## config.mk

```make
export PLATFORM = sky130hd
export DESIGN_NAME = lfsr_prbs_gen_flat
export DESIGN_NICKNAME = d
export VERILOG_FILES = /design/src/rtl/lfsr_pkg.sv /design/src/rtl/lfsr_prbs_gen_if.sv /design/src/rtl/lfsr_period_mon.sv /design/src/rtl/lfsr_prbs_gen.sv /design/src/flat_wrapper.sv
export SDC_FILE = /design/constraint.sdc
export NUM_CORES = 1
export LEC_CHECK = 0
export BUFFER_PORTS_ARGS = -buffer_cell sky130_fd_sc_hd__buf_2
export CORE_ASPECT_RATIO = 1.25
export CORE_MARGIN = 5
export CORE_UTILIZATION = 30
export DETAILED_ROUTE_END_ITERATION = 6
export PLACE_DENSITY = 0.62
export SLEW_MARGIN = 20
export SYNTH_ARGS = -nofsm -noshare
export SYNTH_HDL_FRONTEND = slang
export SYNTH_SLANG_ARGS = --single-unit
```

## constraint.sdc

```tcl
create_clock -name clk -period 1.3 [get_ports clk]
set_input_delay 0.13 -clock clk [delete_from_list [all_inputs] [get_ports clk]]
set_output_delay 0.13 -clock clk [all_outputs]
set_load 0.01 [all_outputs]
```

## src/rtl/lfsr_pkg.sv

```systemverilog
// ============================================================================
// Module      : lfsr_pkg
// Description : Mode encoding and default maximal-length tap masks shared by
//               the LFSR / PRBS generator slice.
// Revision    : 1.0 - initial release
// ============================================================================
`default_nettype none

package lfsr_pkg;

    typedef enum logic [1:0] {
        MODE_HOLD     = 2'b00,
        MODE_SHIFT    = 2'b01,
        MODE_RUN      = 2'b10,
        MODE_SCRAMBLE = 2'b11
    } lfsr_mode_e;

    // Fibonacci taps for a left-shifting register: bit i feeds the XOR
    localparam logic [3:0]  TAPS_4  = 4'hC;
    localparam logic [6:0]  TAPS_7  = 7'h60;
    localparam logic [7:0]  TAPS_8  = 8'hB8;
    localparam logic [14:0] TAPS_15 = 15'h6000;
    localparam logic [15:0] TAPS_16 = 16'hB400;
    localparam logic [22:0] TAPS_23 = 23'h42_0000;
    localparam logic [30:0] TAPS_31 = 31'h4800_0000;

endpackage

`default_nettype wire

```

## src/rtl/lfsr_prbs_gen_if.sv

```systemverilog
// ============================================================================
// Module      : lfsr_prbs_gen_if
// Description : Control and observation bundle between the CSR block and the
//               LFSR / PRBS generator.
// Revision    : 1.0 - initial release
// ============================================================================
`default_nettype none

interface lfsr_prbs_gen_if #(
    parameter int WIDTH = 8
);
    logic             en;
    logic [1:0]       mode;
    logic             si;
    logic             seed_ld;
    logic [WIDTH-1:0] seed;
    logic             q;
    logic [WIDTH-1:0] state;
    logic             lockup;
    logic             wrap;
    logic [WIDTH-1:0] period;

    modport master (
        output en, mode, si, seed_ld, seed,
        input  q, state, lockup, wrap, period
    );

    modport slave (
        input  en, mode, si, seed_ld, seed,
        output q, state, lockup, wrap, period
    );
endinterface

`default_nettype wire

```

## src/rtl/lfsr_period_mon.sv

```systemverilog
// ============================================================================
// Module      : lfsr_period_mon
// Description : Measures the LFSR sequence period against a reference state
//               and pulses wrap when the sequence returns to it.
// Revision    : 1.0 - initial release
// ============================================================================
`default_nettype none

module lfsr_period_mon #(
    parameter int               WIDTH = 8,
    parameter logic [WIDTH-1:0] SEED  = 8'h01
) (
    input  wire logic             clk,
    input  wire logic             arst_n,
    input  wire logic             load,
    input  wire logic [WIDTH-1:0] load_val,
    input  wire logic             shift,
    input  wire logic [WIDTH-1:0] shift_val,
    input  wire logic             adv,
    input  wire logic [WIDTH-1:0] next_state,
    output logic                  wrap,
    output logic [WIDTH-1:0]      period
);
    logic [WIDTH-1:0] r_ref;
    logic [WIDTH-1:0] r_cnt;
    logic             r_wrap;
    logic [WIDTH-1:0] r_period;
    logic [WIDTH-1:0] w_cnt_inc;

    assign w_cnt_inc = r_cnt + 1'b1;

    // Lock-up recovery cycles never assert adv, so they are neither counted
    // nor compared against the reference.
    always_ff @(posedge clk or negedge arst_n) begin
        if (!arst_n) begin
            r_ref    <= SEED;
            r_cnt    <= '0;
            r_wrap   <= 1'b0;
            r_period <= '0;
        end else begin
            r_wrap <= 1'b0;
            if (load) begin
                r_ref <= load_val;
                r_cnt <= '0;
            end else if (shift) begin
                r_ref <= shift_val;
                r_cnt <= '0;
            end else if (adv) begin
                if (next_state == r_ref) begin
                    r_wrap   <= 1'b1;
                    r_period <= w_cnt_inc;
                    r_cnt    <= '0;
                end else begin
                    r_cnt <= w_cnt_inc;
                end
            end
        end
    end

    assign wrap   = r_wrap;
    assign period = r_period;

endmodule

`default_nettype wire

```

## src/rtl/lfsr_prbs_gen.sv

```systemverilog
// ============================================================================
// Module      : lfsr_prbs_gen
// Description : Parametrised Fibonacci LFSR / PRBS generator with serial and
//               parallel seeding, additive scrambling and lock-up recovery.
//               Define LFSR_PERIOD_MON_EN to build in the period monitor.
// Revision    : 1.0 - initial release
// ============================================================================
`default_nettype none

module lfsr_prbs_gen
    import lfsr_pkg::*;
#(
    parameter int               WIDTH = 8,
    parameter logic [WIDTH-1:0] TAPS  = TAPS_8,
    parameter logic [WIDTH-1:0] SEED  = 8'h01
) (
    input  wire logic       clk,
    input  wire logic       arst_n,
    lfsr_prbs_gen_if.slave  bus
);
    logic [WIDTH-1:0] r_state;
    logic             r_lockup;
    logic             w_fb;
    logic [WIDTH-1:0] w_next;
    logic [WIDTH-1:0] w_shift_val;
    logic             w_is_zero;
    logic             w_shift;
    logic             w_run;
    logic             w_adv;

    assign w_fb        = ^(r_state & TAPS);
    assign w_next      = {r_state[WIDTH-2:0], w_fb};
    assign w_shift_val = {r_state[WIDTH-2:0], bus.si};
    assign w_is_zero   = (r_state == '0);

    // seed_ld overrides everything, so the mode qualifiers exclude it
    assign w_shift = !bus.seed_ld && bus.en && (bus.mode == MODE_SHIFT);
    assign w_run   = !bus.seed_ld && bus.en &&
                     ((bus.mode == MODE_RUN) || (bus.mode == MODE_SCRAMBLE));
    assign w_adv   = w_run && !w_is_zero;

    always_ff @(posedge clk or negedge arst_n) begin
        if (!arst_n) begin
            r_state  <= SEED;
            r_lockup <= 1'b0;
        end else begin
            r_lockup <= 1'b0;
            if (bus.seed_ld) begin
                r_state <= bus.seed;
            end else if (w_shift) begin
                r_state <= w_shift_val;
            end else if (w_run) begin
                if (w_is_zero) begin
                    r_state  <= SEED;
                    r_lockup <= 1'b1;
                end else begin
                    r_state <= w_next;
                end
            end
        end
    end

    assign bus.q      = (bus.mode == MODE_SCRAMBLE) ? (bus.si ^ r_state[WIDTH-1])
                                                    : r_state[WIDTH-1];
    assign bus.state  = r_state;
    assign bus.lockup = r_lockup;

`ifdef LFSR_PERIOD_MON_EN
    lfsr_period_mon #(
        .WIDTH (WIDTH),
        .SEED  (SEED)
    ) u_period_mon (
        .clk        (clk),
        .arst_n     (arst_n),
        .load       (bus.seed_ld),
        .load_val   (bus.seed),
        .shift      (w_shift),
        .shift_val  (w_shift_val),
        .adv        (w_adv),
        .next_state (w_next),
        .wrap       (bus.wrap),
        .period     (bus.period)
    );
`else
    logic w_unused;
    assign w_unused   = w_adv;
    assign bus.wrap   = 1'b0;
    assign bus.period = '0;
`endif

endmodule

`default_nettype wire

```

## src/flat_wrapper.sv

```systemverilog
// flat-port wrapper written by rule: the top's interface ports become plain ports
module lfsr_prbs_gen_flat import lfsr_pkg::*;
#(
    parameter int               WIDTH = 8,
    parameter logic [WIDTH-1:0] TAPS  = TAPS_8,
    parameter logic [WIDTH-1:0] SEED  = 8'h01
)
  (clk, arst_n, bus_en, bus_mode, bus_si, bus_seed_ld, bus_seed, bus_q, bus_state, bus_lockup, bus_wrap, bus_period);
  lfsr_prbs_gen_if #(.WIDTH(WIDTH)) bus_i ();
  input  wire logic clk;
  input  wire logic arst_n;
  input wire logic [$bits(bus_i.en)-1:0] bus_en;
  input wire logic [$bits(bus_i.mode)-1:0] bus_mode;
  input wire logic [$bits(bus_i.si)-1:0] bus_si;
  input wire logic [$bits(bus_i.seed_ld)-1:0] bus_seed_ld;
  input wire logic [$bits(bus_i.seed)-1:0] bus_seed;
  output wire logic [$bits(bus_i.q)-1:0] bus_q;
  output wire logic [$bits(bus_i.state)-1:0] bus_state;
  output wire logic [$bits(bus_i.lockup)-1:0] bus_lockup;
  output wire logic [$bits(bus_i.wrap)-1:0] bus_wrap;
  output wire logic [$bits(bus_i.period)-1:0] bus_period;
  assign bus_i.en = bus_en;
  assign bus_i.mode = bus_mode;
  assign bus_i.si = bus_si;
  assign bus_i.seed_ld = bus_seed_ld;
  assign bus_i.seed = bus_seed;
  assign bus_q = bus_i.q;
  assign bus_state = bus_i.state;
  assign bus_lockup = bus_i.lockup;
  assign bus_wrap = bus_i.wrap;
  assign bus_period = bus_i.period;
  lfsr_prbs_gen #(.WIDTH(WIDTH), .TAPS(TAPS), .SEED(SEED)) u_core (.clk(clk), .arst_n(arst_n), .bus(bus_i));
endmodule
```

=== Word level (Yosys, flattened, before mapping) ===
Cells that the tools add are included.

* Bits in registers: 9
* Latch bits: 0
* Memory bits (writable): 0
* Bits in read-only memories: 0
* Input bits: 15
* Output and inout bits: 19
* Memories: 0

* $add $sub $neg: 0
* $mul: 0
* Div/mod/pow operators: 0
* Order comparisons: 0
* Eq/ne operators: 3
* Shifts and indexed selects: 0
* Mux-type cells: 9
* Bitwise gates (word level): 1
* Reductions and logical operators: 8

{| class="wikitable"
|+ Operators with widths
! kind !! number
|-
| $mux W8 || 4
|-
| $logic_not A8 Y1 || 1
|-
| $reduce_xor A8 Y1 || 1
|-
| $mux W1 || 5
|-
| $eq A2 B2 Y1 const B || 2
|-
| $logic_and A1 B1 Y1 || 3
|-
| $reduce_bool A3 Y1 || 1
|-
| $eq A2 B1 Y1 const B || 1
|-
| $logic_not A1 Y1 || 1
|-
| $logic_or A1 B1 Y1 || 1
|-
| $xor A1 B1 Y1 || 1
|}

=== Longest topological paths before layout ===
Gate-level depths: netlist (run 1).

* Depth in word-level cells: 6
* Depth in mapped cells: 6
* Mapped depth without buffers: 6

=== Least setup slack after synthesis (run 1) ===
Ideal clock, no wire load.

* Path type: reg2reg
* Start: register u_core.r_state[5], in the netlist u_core.bus.state[5]
* End: register u_core.r_state[0], in the netlist u_core.bus.state[0]
* Library setup time: 0.096 ns
* Arrival time: 1.361 ns
* Path slack: -0.157 ns
* Cell stages (with the launch flop): 7
* Buffers on the path: 0
* Clock period less this slack: 1.457 ns
* Path through: dfrtp_1 inv_1 ha_1 xnor2_1 xnor2_1 o311ai_1 o211ai_1

* Cells in the longest elaborated chain, start to end: 5
* Elaborated cells on any way between the ends: 6
* Those cells by class: mux (4); reduce/logical (2)

{| class="wikitable"
|+ Ends and longest elaborated chain
! element !! RTL line !! RTL
|-
| start: declaration || lfsr_prbs_gen.sv:21 || <nowiki>logic [WIDTH-1:0] r_state;</nowiki>
|-
| start signal: assignment || lfsr_prbs_gen.sv:49 || <nowiki>r_state <= bus.seed;</nowiki>
|-
| start signal: assignment || lfsr_prbs_gen.sv:51 || <nowiki>r_state <= w_shift_val;</nowiki>
|-
| start signal: assignment || lfsr_prbs_gen.sv:57 || <nowiki>r_state <= w_next;</nowiki>
|-
| $reduce_xor A8 Y1 or $logic_not A8 Y1 (tied branches) || lfsr_prbs_gen.sv:31, lfsr_prbs_gen.sv:34 ||
|-
| $mux W8 * || lfsr_prbs_gen.sv:53 || <nowiki>if (w_is_zero) begin</nowiki>
|-
| $mux W8 * || lfsr_prbs_gen.sv:52 || <nowiki>end else if (w_run) begin</nowiki>
|-
| $mux W8 * || lfsr_prbs_gen.sv:50 || <nowiki>end else if (w_shift) begin</nowiki>
|-
| $mux W8 * || lfsr_prbs_gen.sv:48 || <nowiki>if (bus.seed_ld) begin</nowiki>
|}

Every way passes the cells marked *; elsewhere a longest branch is shown, timed or not. The select of a mux whose other input is x is not followed.
A chain may end at the register's enable or synchronous reset.

=== Final worst setup path (run 1) ===
* Start: register u_core.r_state[4], in the netlist u_core.bus.state[4]
* End: register u_core.r_state[0], in the netlist u_core.bus.state[0]

The elaborated chain is that of the path after synthesis.

==> summary.log, run 1 <==
INFO  route          vias=569
INFO  synthesis      synthCells=64
INFO  pwr            peakVddDrop=0.342mV
INFO  synthesis      async_reset_ff_share=100%
INFO  synthesis      synth_fa_ha_area_share=2.04%
INFO  pwr            powerDensity=1010nW/um^2
INFO  clock_tree     tritoncts=done
INFO  pwr            report.power.total=0.865mW
INFO  synthesis      post_synth_instance_area=613um^2
INFO  synthesis      post_synth_mux_area_share=6.53%
INFO  synthesis      main_combinational_cell_family_by_area_after_synthesis=compound AO/OA/AOI/OAI gates
INFO  clock_tree     clk_latency=260ps
INFO  min_path       min-delay-path-class=in -> reg
INFO  cells_and_area layout.cells.most_common=buf_2
INFO  min_path       number_of_cells_on_the_worst_hold_path=3
INFO  cells_and_area design.final.nets=117
INFO  min_path       min_from=bus_seed[5]
INFO  cells_and_area layout.cells.most_common_list=24 x buf_2, 10 x buf_4, 9 x nand2_1, 9 x conb_1, 8 x dfrtp_1
INFO  critical_path  critical_path.startpoint_type=register
INFO  clock_tree     cts_max_path_buffers=2
INFO  synthesis      synth_compound_gate_area_share=18.6%
INFO  global_routing grt_max_degree=18
INFO  cells_and_area insertedDiodeCount=0
INFO  placed_design  dp_cells=115
INFO  placed_design  numPortBuffers=24
INFO  pwr            switching_share=31.9%
INFO  clock_tree     cts.htree.levels=1
INFO  route          wl_per_cell=12.6um
INFO  sta            final.setup_skew=2.11ps
INFO  synthesis      synth_top_cell_area_share=32.7%
INFO  critical_path  worstPathRequired=1470ps
INFO  route          number_of_nets_with_antenna_violations_after_routing=0
INFO  synthesis      post_synth_main_area_contributors=dfrtp_1 33%, buf_4 12%, mux2i_1 6.5%
INFO  cells_and_area layout-drive-gt1-share=47.0%
INFO  synthesis      ys_seq_area_share=36.9%
INFO  pwr            leakagePower=0.443nW
INFO  cells_and_area layout.core_utilization=43.7%
INFO  global_routing antenna_violations_before_repair=0
INFO  synthesis      synth-edff-count=0
INFO  pwr            power_frac_clock=24.9%
INFO  clock_tree     cts_root_buf=clkbuf_4
INFO  cells_and_area area_delta_synth_final=39.6%
INFO  critical_path  setup.worst_path.end_class=register
INFO  status         outcome=finished, violations left
INFO  route          routed_via_density=4.74
INFO  route          drt-pass1-iter-count=4
INFO  job            timing.max_cap.violations=0
INFO  placed_design  place_area=797um^2
INFO  clock_tree     setup_buffers_after_cts=0
INFO  floorplanning  design.portCount=34
INFO  critical_path  worst-setup-path-type=reg -> reg
INFO  synthesis      postSynthRegisterBits=9
INFO  critical_path  worst_r2r_endpoint=u_core.bus.state[0]
INFO  cells_and_area nFillCells=196
INFO  critical_path  path_buf_inv=1
INFO  cells_and_area finish.instance_area=856um^2
INFO  route          detail_route.iter0.violations=10
INFO  floorplanning  design.die.area=3050um^2
INFO  sta            final-setup-viol-count=1
INFO  sta            hold_violations_final=0
INFO  placed_design  pre_cts_slack=-101ps
INFO  critical_path  max_stage_delay=390ps
INFO  critical_path  family_of_cells_with_the_greatest_summed_delay_on_the_critical_path=flip-flops
INFO  critical_path  critical_path.cell_chain=inv_1 > ha_4 > xnor2_2 > xnor2_1 > o311ai_1 > o211ai_1
INFO  placed_design  routabilityCongestion=0.842
INFO  critical_path  critical-path-slowest-cell=dfrtp_1
INFO  synthesis      synth_ff_type=dfrtp_1
INFO  synthesis      synth_warnings=0
INFO  sta            rsz0062_at_grt=true
INFO  synthesis      netlist.top_cell.by_area=dfrtp_1
INFO  critical_path  timing.rr.start=u_core.bus.state[4]
INFO  sta            timing.final.max_slew_violations=0
INFO  global_routing grt_overall_usage=10.4%
INFO  min_path       worst_hold_path.endpoint=u_core.bus.state[5]
INFO  route          route.detailed.drc=0
INFO  pwr            power_switching=0.276mW
INFO  status         failed_checks=negative setup slack
INFO  pwr            power_frac_comb=36.0%
INFO  global_routing grt_pass1_vias=595
INFO  synthesis      synth.distinct_cells=29
INFO  pwr            power.sequential.fraction=39.1%
INFO  sta            final.period_utilization=106%
INFO  floorplanning  initial_core_util=31.3%
INFO  floorplanning  fp_rows=18
INFO  sta            final.min_clock_period=1380ps
INFO  global_routing wire_length_of_the_first_global_routing_pass=2.40mm
INFO  route          drt_wl_total=1.51mm
INFO  clock_tree     numCtsBuffers=3
INFO  synthesis      share_of_synthesized_cell_area_in_and_or_nand_and_nor_gates=16.9%
INFO  critical_path  timing.critical_path.fanout_max=2
INFO  sta            finalHoldWorstSlack=83.5ps
INFO  sta            finalSetupTns=-81.4ps
INFO  floorplanning  die_y=60.5um
INFO  floorplanning  die_x=50.4um
INFO  floorplanning  coreArea=1960um^2
INFO  sta            layout_setup_ws=-81.4ps
INFO  pwr            cell_internal_pwr=0.589mW
INFO  cells_and_area final-instance-count-excl-fill=120
INFO  sta            max_clock_freq=724MHz
INFO  critical_path  reg2reg_depth=6
INFO  critical_path  crit_arrival=1550ps
INFO  synthesis      synthesized_area_fraction_occupied_by_xor_and_xnor_cells=4.29%
INFO  global_routing grt.overflow.total=0
INFO  synthesis      synthesis.area_per_instance=9.58um^2
INFO  critical_path  setup.reg_to_reg.worst_slack=-80ps
INFO  clock_tree     cts.sink_count=9
INFO  clock_tree     clkTransAtPathRegs=60ps
INFO  placed_design  hpwlAfterDp=1.20mm
## flip-flops by register name, indices dropped and copies added, names as in the netlist
register,cells
u_core.bus.state,8
u_core.bus.lockup,1
## power groups by stage
stage | registers (mW) | clock network [mW] | logic, mW
2_1_floorplan | 0.361 | 0 | 0.152
3_5_place_dp | 0.336 | 0 | 0.295
5_1_grt | 0.341 | 0.240 | 0.343
4_1_cts | 0.332 | 0.224 | 0.309
3_3_place_gp | 0.335 | 0 | 0.290
6_report | 0.338 | 0.216 | 0.311
## how the worst max path moves through the flow
stage / startpoint / end / slack, ps / cells after the start
4_1_cts: u_core.bus.state[5] / u_core.bus.state[0] / -90 / 6
5_1_grt: u_core.bus.state[5] / u_core.bus.state[0] / -160 / 6
2_1_floorplan: u_core.bus.state[5] / u_core.bus.state[0] / -80 / 6
6_report: u_core.bus.state[4] / u_core.bus.state[0] / -80 / 6
3_5_place_dp: u_core.bus.state[5] / u_core.bus.state[0] / -100 / 6
3_3_place_gp: u_core.bus.state[5] / u_core.bus.state[0] / -50 / 6
## routing by layer
metal	vias to the layer above	track usage (%)	share of wire, %
met5	-	0	0
met4	0	6.57	1.8
met3	4	4.42	11
met2	25	17.4	50
met1	262	10.6	36
li1	278	-	-
## logic make-up (layout without fill, tap and decap cells)
kind of cell / count (synthesis) / in the layout
AOI/OAI and AO/OA: 14 / 14
xor gates and xnor gates: 3 / 3
adders and majority gates: 1 / 1
buffers and inverters: 13 / 41
DFF: 9 / 9
muxes: 4 / 4
other: 1 / 9
and+or+nand+nor: 19 / 19
## area by class of cell
type	instances	area, um^2	share of cell area, %
Clock buffer	4	26.3	3.07
Sequential cell	9	226	26.5
Tap cell	20	25.0	2.92
Timing Repair Buffer	35	205	24.0
Inverter	2	7.51	0.877
Multi-Input combinational cell	50	365	42.7
## worst register-to-register path, delay by kind of cell (launching register included)
family / cells / cell delay, ps
xor+xnor: 2 / 250
buf+inv: 1 / 90
flops: 1 / 390
compound gates: 2 / 370
fa+ha+maj: 1 / 210
## cells in the mapped netlist, types with 2 or more instances
| master | count |
|---|---|
| and3_1 | 2 |
| buf_4 | 10 |
| dfrtp_1 | 8 |
| inv_1 | 2 |
| mux2i_1 | 4 |
| nand2_1 | 9 |
| nand3_1 | 2 |
| o21ai_1 | 4 |
| xnor2_1 | 3 |
## what timing repair did
item | in CTS | in global routing
setup endpoints to repair | 1 | 3
cloned | 0 | 0
hold endpoints to repair | 9 | 0
resized for setup | 1 | 2
hold buffers | 1 | 0
pin swaps | 0 | 4
Power figures use the tool's default switching activity.
==> inputs of run 2 (changes only) <==
- PLACE_DENSITY: 0.62 -> 0.6
- clock period: 1.3 -> 1.56 ns (I/O delays scaled with it)
==> summary.log, run 2 (same netlist as run 1, synthesis figures left out) <==
INFO  status         outcome=finished, final reports clean
INFO  critical_path  setup.worst_path.end_class=register
INFO  clock_tree     cts.htree.levels=1
INFO  route          wl_per_cell=12.7um
INFO  critical_path  critical_path.cell_chain=inv_1 > ha_1 > xnor2_2 > xnor2_1 > o311ai_2 > o211ai_1
INFO  sta            final.period_utilization=94.5%
INFO  route          drt_wl_total=1.41mm
INFO  floorplanning  design.portCount=34
INFO  critical_path  crit_arrival=1640ps
INFO  critical_path  reg2reg_depth=6
INFO  min_path       min_from=bus_seed[3]
INFO  placed_design  dp_cells=105
INFO  cells_and_area layout.cells.most_common_list=24 x buf_2, 9 x nand2_1, 9 x conb_1
INFO  global_routing grt_max_degree=19
INFO  global_routing grt_overall_usage=10.1%
INFO  placed_design  place_area=709um^2
INFO  critical_path  timing.rr.start=u_core.bus.state[4]
INFO  cells_and_area finish.instance_area=768um^2
INFO  route          number_of_nets_with_antenna_violations_after_routing=0
INFO  pwr            peakVddDrop=0.418mV
INFO  clock_tree     cts_root_buf=clkbuf_4
INFO  pwr            report.power.total=0.663mW
INFO  route          detail_route.iter0.violations=2
INFO  cells_and_area design.final.nets=108
INFO  clock_tree     cts.sink_count=9
INFO  route          drt-pass1-iter-count=4
INFO  floorplanning  die_x=50.4um
INFO  floorplanning  die_y=60.5um
INFO  pwr            powerDensity=863nW/um^2
INFO  clock_tree     tritoncts=done
INFO  pwr            cell_internal_pwr=0.453mW
INFO  floorplanning  coreArea=1960um^2
INFO  cells_and_area layout.cells.most_common=buf_2
INFO  placed_design  numPortBuffers=24
INFO  cells_and_area final-instance-count-excl-fill=111
INFO  cells_and_area multi_input_combinational_cell_area=345um^2
INFO  global_routing antenna_violations_before_repair=0
INFO  sta            hold_violations_final=0
INFO  cells_and_area insertedDiodeCount=0
INFO  global_routing wire_length_of_the_first_global_routing_pass=2.32mm
INFO  critical_path  critical-path-slowest-cell=dfrtp_1
INFO  pwr            power.sequential.fraction=43.7%
INFO  cells_and_area area_delta_synth_final=25.3%
INFO  clock_tree     clk_latency=250ps
INFO  critical_path  critPathLaunch=u_core.bus.state[4]
INFO  route          vias=524
INFO  cells_and_area largest_reg_flops=8
INFO  floorplanning  design.die.area=3050um^2
INFO  sta            max_clock_freq=678MHz
INFO  pwr            power_frac_comb=30.0%
INFO  route          route.detailed.drc=0
INFO  pwr            switching_share=31.7%
INFO  critical_path  critical_path.startpoint_type=register
INFO  sta            timing.final.max_slew_violations=0
INFO  sta            final.min_clock_period=1470ps
INFO  sta            finalSetupTns=0ps
INFO  critical_path  worst-setup-path-type=reg -> reg
INFO  cells_and_area nFillCells=213
INFO  cells_and_area seqCellArea=226um^2
INFO  critical_path  worstPathRequired=1730ps
INFO  placed_design  routabilityCongestion=0.778
INFO  floorplanning  initial_core_util=31.3%
INFO  route          routed_via_density=4.72
INFO  critical_path  max_stage_delay=360ps
INFO  placed_design  hpwlAfterDp=1.08mm
INFO  global_routing grt_pass1_vias=529
INFO  pwr            power_switching=0.210mW
INFO  clock_tree     cts_max_path_buffers=2
INFO  pwr            power_frac_clock=26.3%
INFO  clock_tree     clkTransAtPathRegs=60ps
INFO  sta            final.setup_skew=2.54ps
INFO  cells_and_area layout-drive-gt1-share=39.6%
INFO  sta            rsz0062_at_grt=false
INFO  cells_and_area layout.core_utilization=39.2%
INFO  floorplanning  fp_rows=18
INFO  sta            final-setup-viol-count=0
INFO  min_path       number_of_cells_on_the_worst_hold_path=3
INFO  pwr            leakagePower=0.397nW
INFO  job            timing.max_cap.violations=0
INFO  critical_path  timing.critical_path.fanout_max=3
INFO  clock_tree     numCtsBuffers=3
INFO  global_routing grt.overflow.total=0
INFO  min_path       min-delay-path-class=in -> reg
==> run 2: cell type report <==
type,count,share of cell area (%)
multi-input cells,50,45.0
inverters,2,0.977
clock buffers,4,3.42
well taps,20,3.26
flip-flops and latches,9,29.5
repair buffers,26,17.9
==> run 2: through the flow <==
| stage | setup slack [ps] | hold WS [ps] |
|---|---|---|
| after floorplan | 103 | -140 |
| after global placement | 114 | 22.5 |
| after detailed placement | 26.4 | 23.0 |
| after CTS | 12.2 | 101 |
| after global routing | 3.35 | 106 |
| final | 86.0 | 110 |
==> run 2: layer usage <==
layer / routed length (um) / vias up / GRT usage (%)
met4: 15 / 0 / 4.38
met1: 577 / 238 / 12.0
li1: - / 259 / -
met3: 152 / 2 / 4.42
met5: 0 / - / 0
met2: 665 / 25 / 15.8
==> run 2: worst max-delay path, delay by kind of cell, from the launching register on <==
kind / cells / cell delay, ps
buffers and inverters: 1 / 50
adder cells (fa/ha/maj): 1 / 320
AO/OA/AOI/OAI: 2 / 360
flip-flops: 1 / 360
XOR/XNOR: 2 / 280
==> run 2: power groups by stage <==
stage | clock (mW) | sequential, mW | combinational, mW
6_report | 0.174 | 0.290 | 0.199
5_1_grt | 0.203 | 0.293 | 0.224
4_1_cts | 0.187 | 0.289 | 0.186
3_5_place_dp | 0 | 0.293 | 0.184
3_3_place_gp | 0 | 0.292 | 0.180
2_1_floorplan | 0 | 0.300 | 0.121
==> run 2: final timing paths <==
kind                                       end  slack (ps)
max                        u_core.bus.state[0]          90
min                        u_core.bus.state[3]         110
max reg2reg                u_core.bus.state[0]          90
min reg2reg                u_core.bus.state[0]         520
max in group asynchronous  u_core.bus.state[0]        1030
min in group asynchronous  u_core.bus.state[6]         280
==> run 2: repair_timing <==
item,CTS,global route
resized for setup,0,2
hold endpoints to repair,9,0
setup buffers,0,1
setup endpoints to repair,0,1
hold buffers,1,0
==> inputs of run 3 (changes only) <==
==> constraint.sdc (replaced) <==
create_clock -name clk -period 1.56 [get_ports clk]
set_input_delay 0.156 -clock clk [delete_from_list [all_inputs] [get_ports clk]]
set_output_delay 0.156 -clock clk [all_outputs]
set_load 0.1 [all_outputs]
==> summary.log, run 3 (same netlist as run 1, synthesis figures left out) <==
INFO  status         outcome=finished, final reports clean
INFO  placed_design  numPortBuffers=24
INFO  clock_tree     cts.htree.levels=1
INFO  route          routed_via_density=4.70
INFO  route          drt-pass1-iter-count=4
INFO  floorplanning  design.portCount=34
INFO  cells_and_area insertedDiodeCount=0
INFO  floorplanning  design.die.area=3050um^2
INFO  pwr            power_switching=0.492mW
INFO  sta            layout_setup_ws=106ps
INFO  route          number_of_nets_with_antenna_violations_after_routing=0
INFO  clock_tree     tritoncts=done
INFO  route          detail_route.iter0.violations=3
INFO  cells_and_area area_delta_synth_final=31.8%
INFO  pwr            peakVddDrop=0.628mV
INFO  clock_tree     clk_latency=250ps
INFO  pwr            report.power.total=0.964mW
INFO  cells_and_area seqCellArea=240um^2
INFO  route          drt_wl_total=1.38mm
INFO  pwr            powerDensity=1190nW/um^2
INFO  clock_tree     cts_repair_resize_count=0
INFO  cells_and_area design.final.nets=107
INFO  floorplanning  die_y=60.5um
INFO  cells_and_area layout-drive-gt1-share=48.9%
INFO  critical_path  critical_path.startpoint_type=register
INFO  clock_tree     setup_buffers_after_cts=0
INFO  cells_and_area layout.cells.most_common_list=23 x buf_2, 9 x nand2_1, 9 x conb_1
INFO  clock_tree     cts_max_path_buffers=2
INFO  sta            final-setup-viol-count=0
INFO  global_routing grt_overall_usage=10.0%
INFO  pwr            leakagePower=0.391nW
INFO  placed_design  routabilityCongestion=0.805
INFO  cells_and_area multi_input_combinational_cell_area=362um^2
INFO  global_routing grt_max_degree=19
INFO  critical_path  critical_path.cell_chain=inv_4 > ha_4 > xnor2_1 > xnor2_1 > o311ai_1 > o211ai_1
INFO  sta            final.period_utilization=93.2%
INFO  route          vias=517
INFO  sta            final.min_clock_period=1450ps
INFO  clock_tree     cts_root_buf=clkbuf_4
INFO  cells_and_area layout.cells.most_common=buf_2
INFO  sta            hold_violations_final=0
INFO  sta            rsz0062_at_grt=false
INFO  global_routing wire_length_of_the_first_global_routing_pass=2.39mm
INFO  clock_tree     numCtsBuffers=3
INFO  critical_path  critical-path-slowest-cell=dfrtp_4
INFO  floorplanning  fp_rows=18
INFO  clock_tree     hold_bufs_at_cts=1
INFO  critical_path  crit_path_frequent_cell=xnor2_1
INFO  route          route.detailed.drc=0
INFO  critical_path  worst-setup-path-type=reg -> reg
INFO  sta            final.setup_skew=4.95ps
INFO  placed_design  dp_cells=105
INFO  clock_tree     clkTransAtPathRegs=60ps
INFO  pwr            power_frac_comb=50.7%
INFO  pwr            power.sequential.fraction=31.1%
INFO  min_path       min-delay-path-class=in -> reg
INFO  floorplanning  coreArea=1960um^2
INFO  floorplanning  die_x=50.4um
INFO  global_routing grt.overflow.total=0
INFO  pwr            cell_internal_pwr=0.473mW
INFO  floorplanning  initial_core_util=31.3%
INFO  pwr            switching_share=51.0%
INFO  placed_design  pre_cts_slack=101ps
INFO  cells_and_area final-instance-count-excl-fill=110
INFO  clock_tree     cts.sink_count=9
INFO  global_routing grt_pass1_vias=555
INFO  critical_path  timing.critical_path.fanout_max=3
INFO  cells_and_area nFillCells=207
INFO  critical_path  crit_arrival=1620ps
INFO  placed_design  hpwlAfterDp=1.11mm
INFO  sta            timing.final.max_slew_violations=0
INFO  global_routing antenna_violations_before_repair=0
INFO  critical_path  setup.worst_path.end_class=register
INFO  pwr            power_frac_clock=18.2%
INFO  critical_path  max_stage_delay=490ps
INFO  cells_and_area largest_reg_flops=8
INFO  route          wl_per_cell=12.5um
INFO  sta            max_clock_freq=688MHz
INFO  critical_path  worstPathRequired=1730ps
INFO  job            timing.max_cap.violations=0
[run 3: power groups by stage]
stage / Combinational (mW) / Clock (mW) / Sequential [mW]
2_1_floorplan: 0.246 / 0 / 0.477
3_3_place_gp: 0.486 / 0 / 0.304
3_5_place_dp: 0.489 / 0 / 0.305
4_1_cts: 0.492 / 0.188 / 0.301
5_1_grt: 0.515 / 0.201 / 0.305
6_report: 0.489 / 0.176 / 0.300
[run 3: worst paths after layout]
kind,from,to,slack [ps],depth (start not counted)
worst max-delay path,u_core.bus.state[5],u_core.bus.state[0],110,6
worst min-delay path,bus_seed[3],u_core.bus.state[3],110,3
worst max register to register,u_core.bus.state[5],u_core.bus.state[0],110,6
worst min register to register,u_core.bus.state[0],u_core.bus.state[0],520,2
max in group asynchronous,arst_n,u_core.bus.state[0],1020,2
min in group asynchronous,arst_n,u_core.bus.state[6],290,2
[run 3: layer usage]
metal  up-vias  routed length (um)  GRT usage [%]
li1        257                   -              -
met1       233                 610           12.0
met2        25                 617           16.7
met3         2                 123           2.21
met4         0                  27           5.47
met5         -                   0              0
[run 3: final cells by class]
cell class | count | area share, %
timing repair buffer | 25 | 18.0
sequential | 9 | 29.7
inverter | 2 | 1.24
clock buffer | 4 | 3.25
tap | 20 | 3.10
multi-input combinational | 50 | 44.7
[run 3: stage by stage]
stage	TNS [ps]	hold WS, ps	cell area, um^2	util, %
final	0	113	808	41.3
after CTS	0	106	808	41.3
after global routing	0	123	808	41.3
after detailed placement	0	23.8	772	39.4
after floorplan	-67.2	-140	691	-
after global placement	0	21.5	772	39.4
[run 3: worst max-delay path: cells and delay by family (launching register included)]
| family | cells | cell delay, ps |
|---|---|---|
| buffers and inverters | 1 | 70 |
| DFF | 1 | 490 |
| xor gates and xnor gates | 2 | 250 |
| adders and majority gates | 1 | 190 |
| AOI/OAI and AO/OA | 2 | 350 |
